--- src/rtl/alu_op_sequencer.sv ---
// Command sequencer for an external 18-bit combinational ALU: regfile read, ALU drive, result capture/writeback.
// Optional ALU_SEQ_FLAGS_EN adds registered rsp_zero/rsp_par flags alongside rsp_data.
module alu_op_sequencer #(
  parameter int DATA_W  = 18,
  parameter int REG_CNT = 8,
  parameter int ADDR_W  = 3
) (
  input  logic              clk,
  input  logic              rst_n,
  input  logic              ld_valid,
  input  logic [ADDR_W-1:0] ld_addr,
  input  logic [DATA_W-1:0] ld_data,
  input  logic              cmd_valid,
  output logic              cmd_ready,
  input  logic [1:0]        cmd_op,
  input  logic [ADDR_W-1:0] cmd_src_a,
  input  logic [ADDR_W-1:0] cmd_src_b,
  input  logic [ADDR_W-1:0] cmd_dst,
  input  logic              cmd_wb,
  output logic [DATA_W-1:0] alu_a,
  output logic [DATA_W-1:0] alu_b,
  output logic [1:0]        alu_op,
  input  logic [DATA_W-1:0] alu_result,
  output logic              rsp_valid,
  input  logic              rsp_ready,
  output logic [DATA_W-1:0] rsp_data,
`ifdef ALU_SEQ_FLAGS_EN
  output logic              rsp_zero,
  output logic              rsp_par,
`endif
  output logic [ADDR_W-1:0] rsp_dst
);

  typedef enum logic [1:0] {IDLE, EXEC, RESP} state_t;

  state_t              state_q, state_d;
  logic [DATA_W-1:0]   rf_q [REG_CNT];
  logic [DATA_W-1:0]   alu_a_q, alu_a_d, alu_b_q, alu_b_d;
  logic [1:0]          alu_op_q, alu_op_d;
  logic [ADDR_W-1:0]   dst_q, dst_d, rsp_dst_q, rsp_dst_d;
  logic                wb_q, wb_d, rsp_vld_q, rsp_vld_d;
  logic [DATA_W-1:0]   rsp_data_q, rsp_data_d;
  logic                rf_we;
  logic [ADDR_W-1:0]   rf_waddr;
  logic [DATA_W-1:0]   rf_wdata;

  always_comb begin
    state_d    = state_q;
    alu_a_d    = alu_a_q;
    alu_b_d    = alu_b_q;
    alu_op_d   = alu_op_q;
    dst_d      = dst_q;
    wb_d       = wb_q;
    rsp_vld_d  = rsp_vld_q;
    rsp_data_d = rsp_data_q;
    rsp_dst_d  = rsp_dst_q;
    cmd_ready  = 1'b0;
    rf_we      = 1'b0;
    rf_waddr   = ld_addr;
    rf_wdata   = ld_data;
    case (state_q)
      IDLE: begin
        // Host loads win over commands, so a same-cycle command is stalled one cycle.
        cmd_ready = !ld_valid;
        if (ld_valid) begin
          rf_we = 1'b1;
        end else if (cmd_valid) begin
          alu_a_d  = rf_q[cmd_src_a];
          alu_b_d  = rf_q[cmd_src_b];
          alu_op_d = cmd_op;
          dst_d    = cmd_dst;
          wb_d     = cmd_wb;
          state_d  = EXEC;
        end
      end
      EXEC: begin
        rsp_data_d = alu_result;
        rsp_dst_d  = dst_q;
        rsp_vld_d  = 1'b1;
        rf_we      = wb_q;
        rf_waddr   = dst_q;
        rf_wdata   = alu_result;
        state_d    = RESP;
      end
      RESP: begin
        if (rsp_ready) begin
          rsp_vld_d = 1'b0;
          state_d   = IDLE;
        end
      end
      default: state_d = IDLE;
    endcase
  end

  always_ff @(posedge clk or negedge rst_n) begin
    if (!rst_n) begin
      state_q    <= IDLE;
      alu_a_q    <= '0;
      alu_b_q    <= '0;
      alu_op_q   <= '0;
      dst_q      <= '0;
      wb_q       <= 1'b0;
      rsp_vld_q  <= 1'b0;
      rsp_data_q <= '0;
      rsp_dst_q  <= '0;
      for (int i = 0; i < REG_CNT; i++) rf_q[i] <= '0;
    end else begin
      state_q    <= state_d;
      alu_a_q    <= alu_a_d;
      alu_b_q    <= alu_b_d;
      alu_op_q   <= alu_op_d;
      dst_q      <= dst_d;
      wb_q       <= wb_d;
      rsp_vld_q  <= rsp_vld_d;
      rsp_data_q <= rsp_data_d;
      rsp_dst_q  <= rsp_dst_d;
      if (rf_we) rf_q[rf_waddr] <= rf_wdata;
    end
  end

`ifdef ALU_SEQ_FLAGS_EN
  logic zero_q, par_q;

  // Flags are captured on the same edge as rsp_data and held with it.
  always_ff @(posedge clk or negedge rst_n) begin
    if (!rst_n) begin
      zero_q <= 1'b0;
      par_q  <= 1'b0;
    end else if (state_q == EXEC) begin
      zero_q <= (alu_result == '0);
      par_q  <= ^alu_result;
    end
  end

  assign rsp_zero = zero_q;
  assign rsp_par  = par_q;
`endif

  assign alu_a     = alu_a_q;
  assign alu_b     = alu_b_q;
  assign alu_op    = alu_op_q;
  assign rsp_valid = rsp_vld_q;
  assign rsp_data  = rsp_data_q;
  assign rsp_dst   = rsp_dst_q;

endmodule

--- config.mk ---
export PLATFORM = sky130hd
export DESIGN_NAME = alu_op_sequencer
export DESIGN_NICKNAME = d
export VERILOG_FILES = /design/src/rtl/alu_op_sequencer.sv
export SDC_FILE = /design/constraint.sdc
export NUM_CORES = 1
export LEC_CHECK = 0
export BUFFER_PORTS_ARGS = -buffer_cell sky130_fd_sc_hd__buf_2
export CORE_ASPECT_RATIO = 0.6
export CORE_MARGIN = 2
export CORE_UTILIZATION = 45
export DETAILED_ROUTE_END_ITERATION = 8
export GPL_TIMING_DRIVEN = 0
export PLACE_DENSITY = 0.69
export SYNTH_ARGS = -nofsm -noshare
export SYNTH_HDL_FRONTEND = slang
export SYNTH_SLANG_ARGS = --single-unit
--- constraint.sdc ---
create_clock -name clk -period 2.5 [get_ports clk]
set_input_delay 0.125 -clock clk [delete_from_list [all_inputs] [get_ports clk]]
set_output_delay 0.125 -clock clk [all_outputs]
set_load 0.02 [all_outputs]
==> results of run 1 <==
## stage by stage
stage / TNS (ns) / instances
6_report: 0 / 1368
5_1_grt: 0 / 1368
4_1_cts: 0 / 1368
3_5_place_dp: 0 / 1306
3_3_place_gp: -495.04 / 1305
2_1_floorplan: 0 / 883
## worst max-delay path: cells and delay by family (launching register included)
kind                   cells  cell delay, ns
AOI/OAI and AO/OA          1            0.11
and+or+nand+nor            2            0.62
buffers and inverters      2            0.72
DFF                        1            0.40
muxes                      1            0.38
## power breakdown
part	switching, mW	internal [mW]	total [mW]
Sequential	1.10	4.96	6.05
Combinational	2.14	2.03	4.16
Clock	1.32	1.75	3.07
## state kept, by name, summed over array words and instances (netlist names)
register	count
rsp_dst	3
dst_q	3
state_q	2
wb_q	1
alu_a	18
alu_op	2
rsp_valid	1
rsp_data	18
alu_b	18
rf_q	144
## path summary, 6_finish.rpt
kind	startpoint	to	slack, ns	cells after the start
worst max-delay path	state_q[0]$_DFFE_PN0P_	rf_q[44]$_DFFE_PN0P_	0.13	6
worst min-delay path	ld_data[1]	rf_q[19]$_DFFE_PN0P_	0.16	4
min in group asynchronous	rst_n	rsp_dst[0]$_DFFE_PN0N_	0.24	2
worst min register to register	rsp_dst[1]$_DFFE_PN0N_	rsp_dst[1]$_DFFE_PN0N_	0.47	2
max in group asynchronous	rst_n	rf_q[43]$_DFFE_PN0P_	1.27	3
worst max register to register	state_q[0]$_DFFE_PN0P_	rf_q[44]$_DFFE_PN0P_	0.13	6
## layout make-up
class | count | area, um2
flip-flops and latches | 210 | 5260
inverters | 4 | 15.0
clock buffers | 32 | 597
plain buffers | 57 | 255
fillers | 1990 | 10000
clock inverters | 4 | 48.8
multi-input cells | 612 | 4750
repair buffers | 141 | 868
well taps | 308 | 385
## synthesized netlist by cell type, types with 3 or more instances
cell / n
sky130_fd_sc_hd__mux2_1: 16
sky130_fd_sc_hd__buf_1: 5
sky130_fd_sc_hd__o21ai_0: 38
sky130_fd_sc_hd__dfrtp_1: 210
sky130_fd_sc_hd__a22oi_1: 72
sky130_fd_sc_hd__mux2_2: 134
sky130_fd_sc_hd__mux2i_1: 144
sky130_fd_sc_hd__buf_2: 23
sky130_fd_sc_hd__nand2_1: 174
sky130_fd_sc_hd__nor2b_1: 7
sky130_fd_sc_hd__nand2_2: 4
sky130_fd_sc_hd__inv_1: 4
sky130_fd_sc_hd__clkbuf_1: 26
sky130_fd_sc_hd__nor2_1: 3
sky130_fd_sc_hd__buf_4: 3
## kinds of logic (layout without fill, tap and decap cells)
group	after synthesis	in the layout	share of synthesized area
muxes	294	294	0.305
DFF	210	210	0.511
and+or+nand+nor	201	201	0.0809
AOI/OAI and AO/OA	117	117	0.0771
buffers and inverters	61	238	0.0262
## what timing repair did
action                                  CTS  global route
gates resized for setup                   0             1
hold buffers                             26             0
hold endpoints to repair                132             0
buffers inserted                          0             0
endpoints found under the setup margin    0             8
## per-layer routing
metal | GRT usage | part of all wire | vias to the layer above
met3 | 0.0561 | 0.077 | 41
met1 | 0.391 | 0.48 | 3947
met4 | 0.0532 | 0.021 | 0
met2 | 0.386 | 0.42 | 271
li1 | - | - | 3484
met5 | 0 | 0 | -
==> results, run 1 <==
- Setup slack closes at 0.132 ns.
- After layout, the design draws a total of 13.3 mW.
- For this run, the number of Yosys warnings is 0.
- The die is 199 um wide.
- The first global-routing pass estimated 46,300 um of wire.
- The synthesized area per cell is 11.6 um2.
- The library cells used most frequently in the layout, excluding fill and tap cells, are sky130_fd_sc_hd__dfrtp_1 (210), sky130_fd_sc_hd__nand2_1 (174), sky130_fd_sc_hd__mux2i_1 (144), sky130_fd_sc_hd__buf_2 (136), sky130_fd_sc_hd__mux2_2 (134).
- The final hold slack is 0.159 ns.
- STA classifies the critical path startpoint as a register.
- The maximum number of pins on one net before global-route repair is 108.
- The count of unique library cells instantiated by Yosys is 29.
- The number of top-level design ports is 117.
- The final-report max-slew violation count came to 0.
- On the critical path, the stage with the largest delay is an instance of sky130_fd_sc_hd__nand2_1.
- Of all nets on the critical path, the largest fanout is 10.
- In this run the clock root is driven by a sky130_fd_sc_hd__clkbuf_16.
- For this configuration, the core starts out at a cell density of 0.462.
- The number of vias per cell is 5.66.
- The setup-violating endpoint count in the final report is 0.
- The maximum vdd drop is 0.586 mV.
- The congestion estimate from routability-driven global placement came to 0.834.
- The detail-routed net length per standard cell is 22.6 um.
- For this run, the register share of the synthesized area comes to 0.511.
- The initial antenna violation count is 0.
- The number of maximum-capacitance constraint violations is 0.
- The number of nets in the synthesized netlist is 939.
- The count of port buffers added during placement is 114.
- The number of buffers added by the clock tree synthesis step is 21.
- The area inside the core boundary is 0.0222 mm2.
- The die covers 0.0241 mm2.
- The post-detailed-placement cell area is 0.0113 mm2.
- At the end of the flow the core is filled with cells to 0.548.
- The overall global routing resource usage is 0.260.
- Leaving out fill and tap cells, the most frequent cell in the layout is sky130_fd_sc_hd__dfrtp_1.
- The worst setup path category is register to register.
- At the pin with the least slew margin, the transition time is 1.31 ns.
- The number of nets in the final layout is 1,103.
- The async set or reset register ratio after synthesis is 1.00.
- By area the synthesized netlist is led by sky130_fd_sc_hd__dfrtp_1 (51%), sky130_fd_sc_hd__mux2_2 (15%), sky130_fd_sc_hd__mux2i_1 (14%), sky130_fd_sc_hd__nand2_1 (6.4%), sky130_fd_sc_hd__a22oi_1 (5.3%).
- The latest clock arrival within the worst-skew pair is 0.51 ns.
- The total count of hold-check failures in the final report is 0.
- The count of clock tree sinks is 210.
- For this run, the detailed router's first-pass iteration total came to 5.
- The synthesized area is 0.0103 mm2.
- Counting flops and latches in the post-synthesis netlist gives 210.
- The number of antenna diodes is 0.
- The number of flops mapped to enable cells by yosys is 0.
- The largest total area in the synthesized netlist belongs to sky130_fd_sc_hd__dfrtp_1.
- STA classifies the critical path endpoint as a register.
- The placement row count is 42.
- After detailed routing, the total wire length is 30,900 um.
- The maximum root-to-sink buffer count is 3.
- STA puts the critical path data arrival time at 2.76 ns.
- TritonCTS built the clock tree.
- The post-layout minimum cycle time is 2.37 ns.
- The worst setup slack after placement is 0.0494 ns.
- The detail route stage leaves a number of antenna-violating nets equal to 0.
- Walking the worst path, the cells encountered are nor2b_1, clkbuf_1, o31ai_2, nand2_1, buf_2, mux2_2.
- In this run the power density over the cells is 1090 mW/mm2.
- Setup repair after global routing left no endpoint under its margin.
- Once detailed placement completed, the half-perimeter wirelength came to 20,800 um.
- The maximum clock frequency is 422 MHz.
- The final route contains 7,743 vias.
- For this run, the slowest stage of the critical path takes 0.47 ns.
- The commonest register cell after synthesis is sky130_fd_sc_hd__dfrtp_1.
- Of the available clock period, the critical path in the final layout requires 0.947.
- In the routed design, unresolved DRC markers number 0.
- The required time of the worst setup path is 2.89 ns.
- The via count of the first global-routing pass was 7,572.
- The proportion of layout cells with a drive suffix above 1 is 0.294.
- The run finished with clean final reports.
- The min-delay analysis places its worst path in the category input pin to register.
- After routing the design area is 0.0122 mm2.
- The number of cells produced by synthesis is 883.
- In this run the static leakage power is 5.94 nW.
- The clock input transition at the sequential cells of the worst setup and hold paths is 0.06 ns.
- The proportion of netlist area held by the largest area contributor is 0.511.
- The number of DRC markers after the initial detailed-route iteration is 647.
- The floorplan step set the die height to 121 um.
- The layout-stage area growth over the synthesis result is 18.5%.
- The worst pin sits at a relative slew slack of 0.126.
- The deepest level of the CTS H-tree is 1.
- The residual overflow from global routing is 0.
- The worst clock skew is 0.00941 ns.
Note: power is estimated with default switching activity, not from simulation.
==> run 2, diff against run 1 <==
- CAP_MARGIN: not set -> 20
- clock period: 2.5 -> 2.3 ns (I/O delays scaled with it)
==> run 2 against run 1 <==
Global-route usage unchanged; register-to-register slack got worse by 0.07 ns; via count increased by 0.14%; maximum frequency increased by 5.7%; total power increased by 8.7%; flip-flop and latch count unchanged; combinational power increased by 8.9%; non-clock buffer count increased by 1; first-iteration DRC count increased by 1.1%; clock skew increased by 0.0011 ns; final cell count about the same; core utilization increased by 0.14 points; critical path type unchanged.
==> results, run 2 (synthesis gave the netlist of run 1 again) <==
- Outcome: finished clean (unchanged).
- The highest metal layer used by the detailed router is met4 (unchanged).
- The worst setup slack after placement was -0.151 ns (was 0.0494 ns).
- The setup-violating endpoint count in the final report is 0 (unchanged).
- The highest net fanout along the worst path is 10 (unchanged).
- The setup fix buffers added after clock tree synthesis is 0 (unchanged).
- The latest clock arrival within the worst-skew pair is 0.51 ns (about the same).
- The total count of hold-check failures in the final report is 0 (unchanged).
- The die footprint came to 0.0241 mm2 (unchanged).
- The number of DRC markers after the initial detailed-route iteration is 654 (was 647).
- The maximum number of pins on one net before global-route repair is 108 (unchanged).
- The maximum vdd drop was 0.637 mV (was 0.586 mV).
- Crit-path cells: or3b_1, a21oi_2, nor2b_1, buf_4, buf_4, mux2_1 (was nor2b_1, clkbuf_1, o31ai_2, nand2_1, buf_2, mux2_2).
- The number of top-level design ports was 117 (unchanged).
- The static power due to leakage is 5.96 nW (was 5.94 nW).
- The length of routed met2 wiring is 13,100 um (about the same).
- The post-layout minimum cycle time is 2.24 ns (was 2.37 ns).
- The start point of the worst hold path is ld_data[1] (unchanged).
- The worst hold path endpoint is rf_q[19]$_DFFE_PN0P_ (unchanged).
- The via count of the first global-routing pass is 7,572 (unchanged).
- The residual overflow from global routing was 0 (unchanged).
- The die boundary height came to 121 um (unchanged).
- The worst flop-to-flop path endpoint is rf_q[140]$_DFFE_PN0P_ (was rf_q[44]$_DFFE_PN0P_).
- The post-detailed-placement cell area came to 0.0113 mm2 (unchanged).
- The HPWL after detailed placement was 20,800 um (unchanged).
- The worst-case setup margin in the final layout is 0.0594 ns (was 0.132 ns).
- The cell area after layout is 0.0122 mm2 (about the same).
- The longest individual stage delay on the worst path is 0.41 ns (was 0.47 ns).
- The proportion of layout cells with a drive suffix above 1 is 0.301 (was 0.294).
- The number of fill cells in the layout is 1,992 (was 1,990).
- The worst clock skew is 0.0105 ns (was 0.00941 ns).
- The flop-to-flop setup slack is 0.06 ns (was 0.13 ns).
- The number of buffers added by the clock tree synthesis step is 21 (unchanged).
- The required time of the worst setup path is 2.68 ns (was 2.89 ns).
- The number of cells traversed by the worst register-to-register path is 6 (unchanged).
- The share of the core filled with cells in the final layout is 0.549 (was 0.548).
- The part of the cycle the worst path needs came to 0.974 (was 0.947).
- The number of optimization iterations in the first detailed-route pass is 5 (unchanged).
- The number of DRC violations after detailed routing is 0 (unchanged).
- The initial antenna violation count is 0 (unchanged).
- The wire length the detailed router placed on met1 was 14,700 um (was 14,800 um).
- The global-route wire length before repair was 46,300 um (unchanged).
- The path category of the worst min-delay check was input pin to register (unchanged).
- The via count of the routed design is 7,754 (was 7,743).
- The overall power after layout is 14.4 mW (was 13.3 mW).
- The met3 layer wire length in the routed design was 2380 um (about the same).
- The critical path endpoint category is a register (unchanged).
- The final weighted congestion of routability-driven global placement is 0.834 (unchanged).
- The clock tree root buffer cell is sky130_fd_sc_hd__clkbuf_16 (unchanged).
- The commonest non-fill, non-tap cell in the layout is sky130_fd_sc_hd__dfrtp_1 (unchanged).
- The signal arrival time at the worst endpoint is 2.62 ns (was 2.76 ns).
- The highest-delay cell along the critical path is sky130_fd_sc_hd__dfrtp_1 (was sky130_fd_sc_hd__nand2_1).
- The number of nets with antenna violations after detailed routing is 0 (unchanged).
- The number of antenna diodes came to 0 (unchanged).
- The startpoint of the worst register-to-register path is state_q[0]$_DFFE_PN0P_ (unchanged).
- The ratio of total power to cell area is 1180 mW/mm2 (was 1090 mW/mm2).
- The startpoint kind of the worst setup timing path was a register (unchanged).
- The placement row count is 42 (unchanged).
- The worst setup path category was register to register (unchanged).
- The horizontal die dimension is 199 um (unchanged).
- The overall global routing resource usage is 0.260 (unchanged).
- The deepest level of the CTS H-tree is 1 (unchanged).
- The final-report max-slew violation count is 0 (unchanged).
- The slew at the pin closest to its max-slew limit is 0.948 ns (was 1.31 ns).
- The number of nets in the final layout came to 1,104 (was 1,103).
- The number of flip-flops under the largest register name is 144 (unchanged).
- The dominant cell type by count on the critical path is sky130_fd_sc_hd__buf_4.
- The count of cells along the worst hold path was 4 (unchanged).
- The count of port buffers added during placement is 114 (unchanged).
- The starting utilization of the core area is 0.462 (unchanged).
- The number of vias per cell came to 5.66 (about the same).
- The maximum clock frequency was 446 MHz (was 422 MHz).
- The maximum root-to-sink buffer count is 3 (unchanged).
- The layout-stage area growth over the synthesis result is 18.8% (was 18.5%).
- The detail-routed net length per standard cell came to 22.5 um (was 22.6 um).
- The register with the most flip-flops is rf_q (unchanged).
- The relative slew slack came to 0.366 (was 0.126).
- The count of clock tree sinks is 210 (unchanged).
- The area inside the core boundary is 0.0222 mm2 (unchanged).
- The clock input transition at the sequential cells of the worst setup and hold paths is 0.06 ns (about the same).
- The CTS tree is done (unchanged).
- Most used cells in the layout excluding fill and tap cells: sky130_fd_sc_hd__dfrtp_1 (210), sky130_fd_sc_hd__nand2_1 (172), sky130_fd_sc_hd__mux2i_1 (144), sky130_fd_sc_hd__buf_2 (136), sky130_fd_sc_hd__mux2_2 (134) (was sky130_fd_sc_hd__dfrtp_1 (210), sky130_fd_sc_hd__nand2_1 (174), sky130_fd_sc_hd__mux2i_1 (144), sky130_fd_sc_hd__buf_2 (136), sky130_fd_sc_hd__mux2_2 (134)).
- The overall routed net length was 30,800 um (was 30,900 um).
- The number of maximum-capacitance constraint violations is 0 (unchanged).
- Unrepaired setup endpoints after global routing: true (was false).
==> run 2: changes by cell type in the layout (fill, tap and decap cells not counted), sizes merged <==
| cell | before | now |
|---|---|---|
| buf | 145 | 147 |
| clkbuf | 59 | 58 |
==> run 2: critical path, delay by kind of cell, from the launching register on <==
kind                   cells  cell delay [ns]
muxes                      1             0.35
buffers and inverters      2             0.51
AOI/OAI and AO/OA          1             0.27
and+or+nand+nor            2             0.57
DFF                        1             0.41
==> run 2: area by class of cell <==
type                    count  area [um2]  area share
well taps                 308         385      0.0316
plain buffers              57         265      0.0217
multi-input cells         612        4760       0.390
inverters                   4        15.0     0.00123
clock inverters             4        48.8     0.00400
repair buffers            142         880      0.0720
clock buffers              32         597      0.0489
flip-flops and latches    210        5260       0.430
==> run 2: timing repair <==
| action | 4_1_cts | 5_1_grt |
|---|---|---|
| hold buffers | 26 | 0 |
| hold endpoints to repair | 132 | 0 |
| setup endpoints to repair | 10 | 74 |
| gates resized for setup | 1 | 12 |
| gates cloned | 0 | 0 |
==> run 2: stage by stage <==
step / setup TNS, ns / hold WS (ns) / instances
after floorplan: 0 / -0.181 / 883
after global placement: -535.64 / 0.324 / 1305
after detailed placement: -0.860 / 0.238 / 1306
after CTS: 0 / 0.132 / 1368
after global routing: -0.719 / 0.185 / 1369
final: 0 / 0.140 / 1369
==> run 2: power breakdown <==
group	switching [mW]	total [mW]	internal, mW
combinational	2.32	4.53	2.21
sequential	1.19	6.58	5.39
clock	1.43	3.33	1.90
total	4.95	14.4	9.50
==> run 2: worst max-delay path by stage <==
stage	endpoint	startpoint	cells after the start
2_1_floorplan	alu_a[14]$_DFFE_PN0P_	state_q[0]$_DFFE_PN0P_	7
3_3_place_gp	alu_a[7]$_DFFE_PN0P_	rst_n	1
3_5_place_dp	state_q[1]$_DFFE_PN0P_	state_q[1]$_DFFE_PN0P_	5
4_1_cts	alu_a[10]$_DFFE_PN0P_	state_q[0]$_DFFE_PN0P_	7
5_1_grt	rf_q[140]$_DFFE_PN0P_	state_q[0]$_DFFE_PN0P_	6
6_report	rf_q[140]$_DFFE_PN0P_	state_q[0]$_DFFE_PN0P_	6
==> run 2: per-layer routing <==
layer | GRT usage | vias up
met5 | 0 | -
met4 | 0.0532 | 0
met3 | 0.0561 | 46
met2 | 0.386 | 279
met1 | 0.391 | 3945
li1 | - | 3484
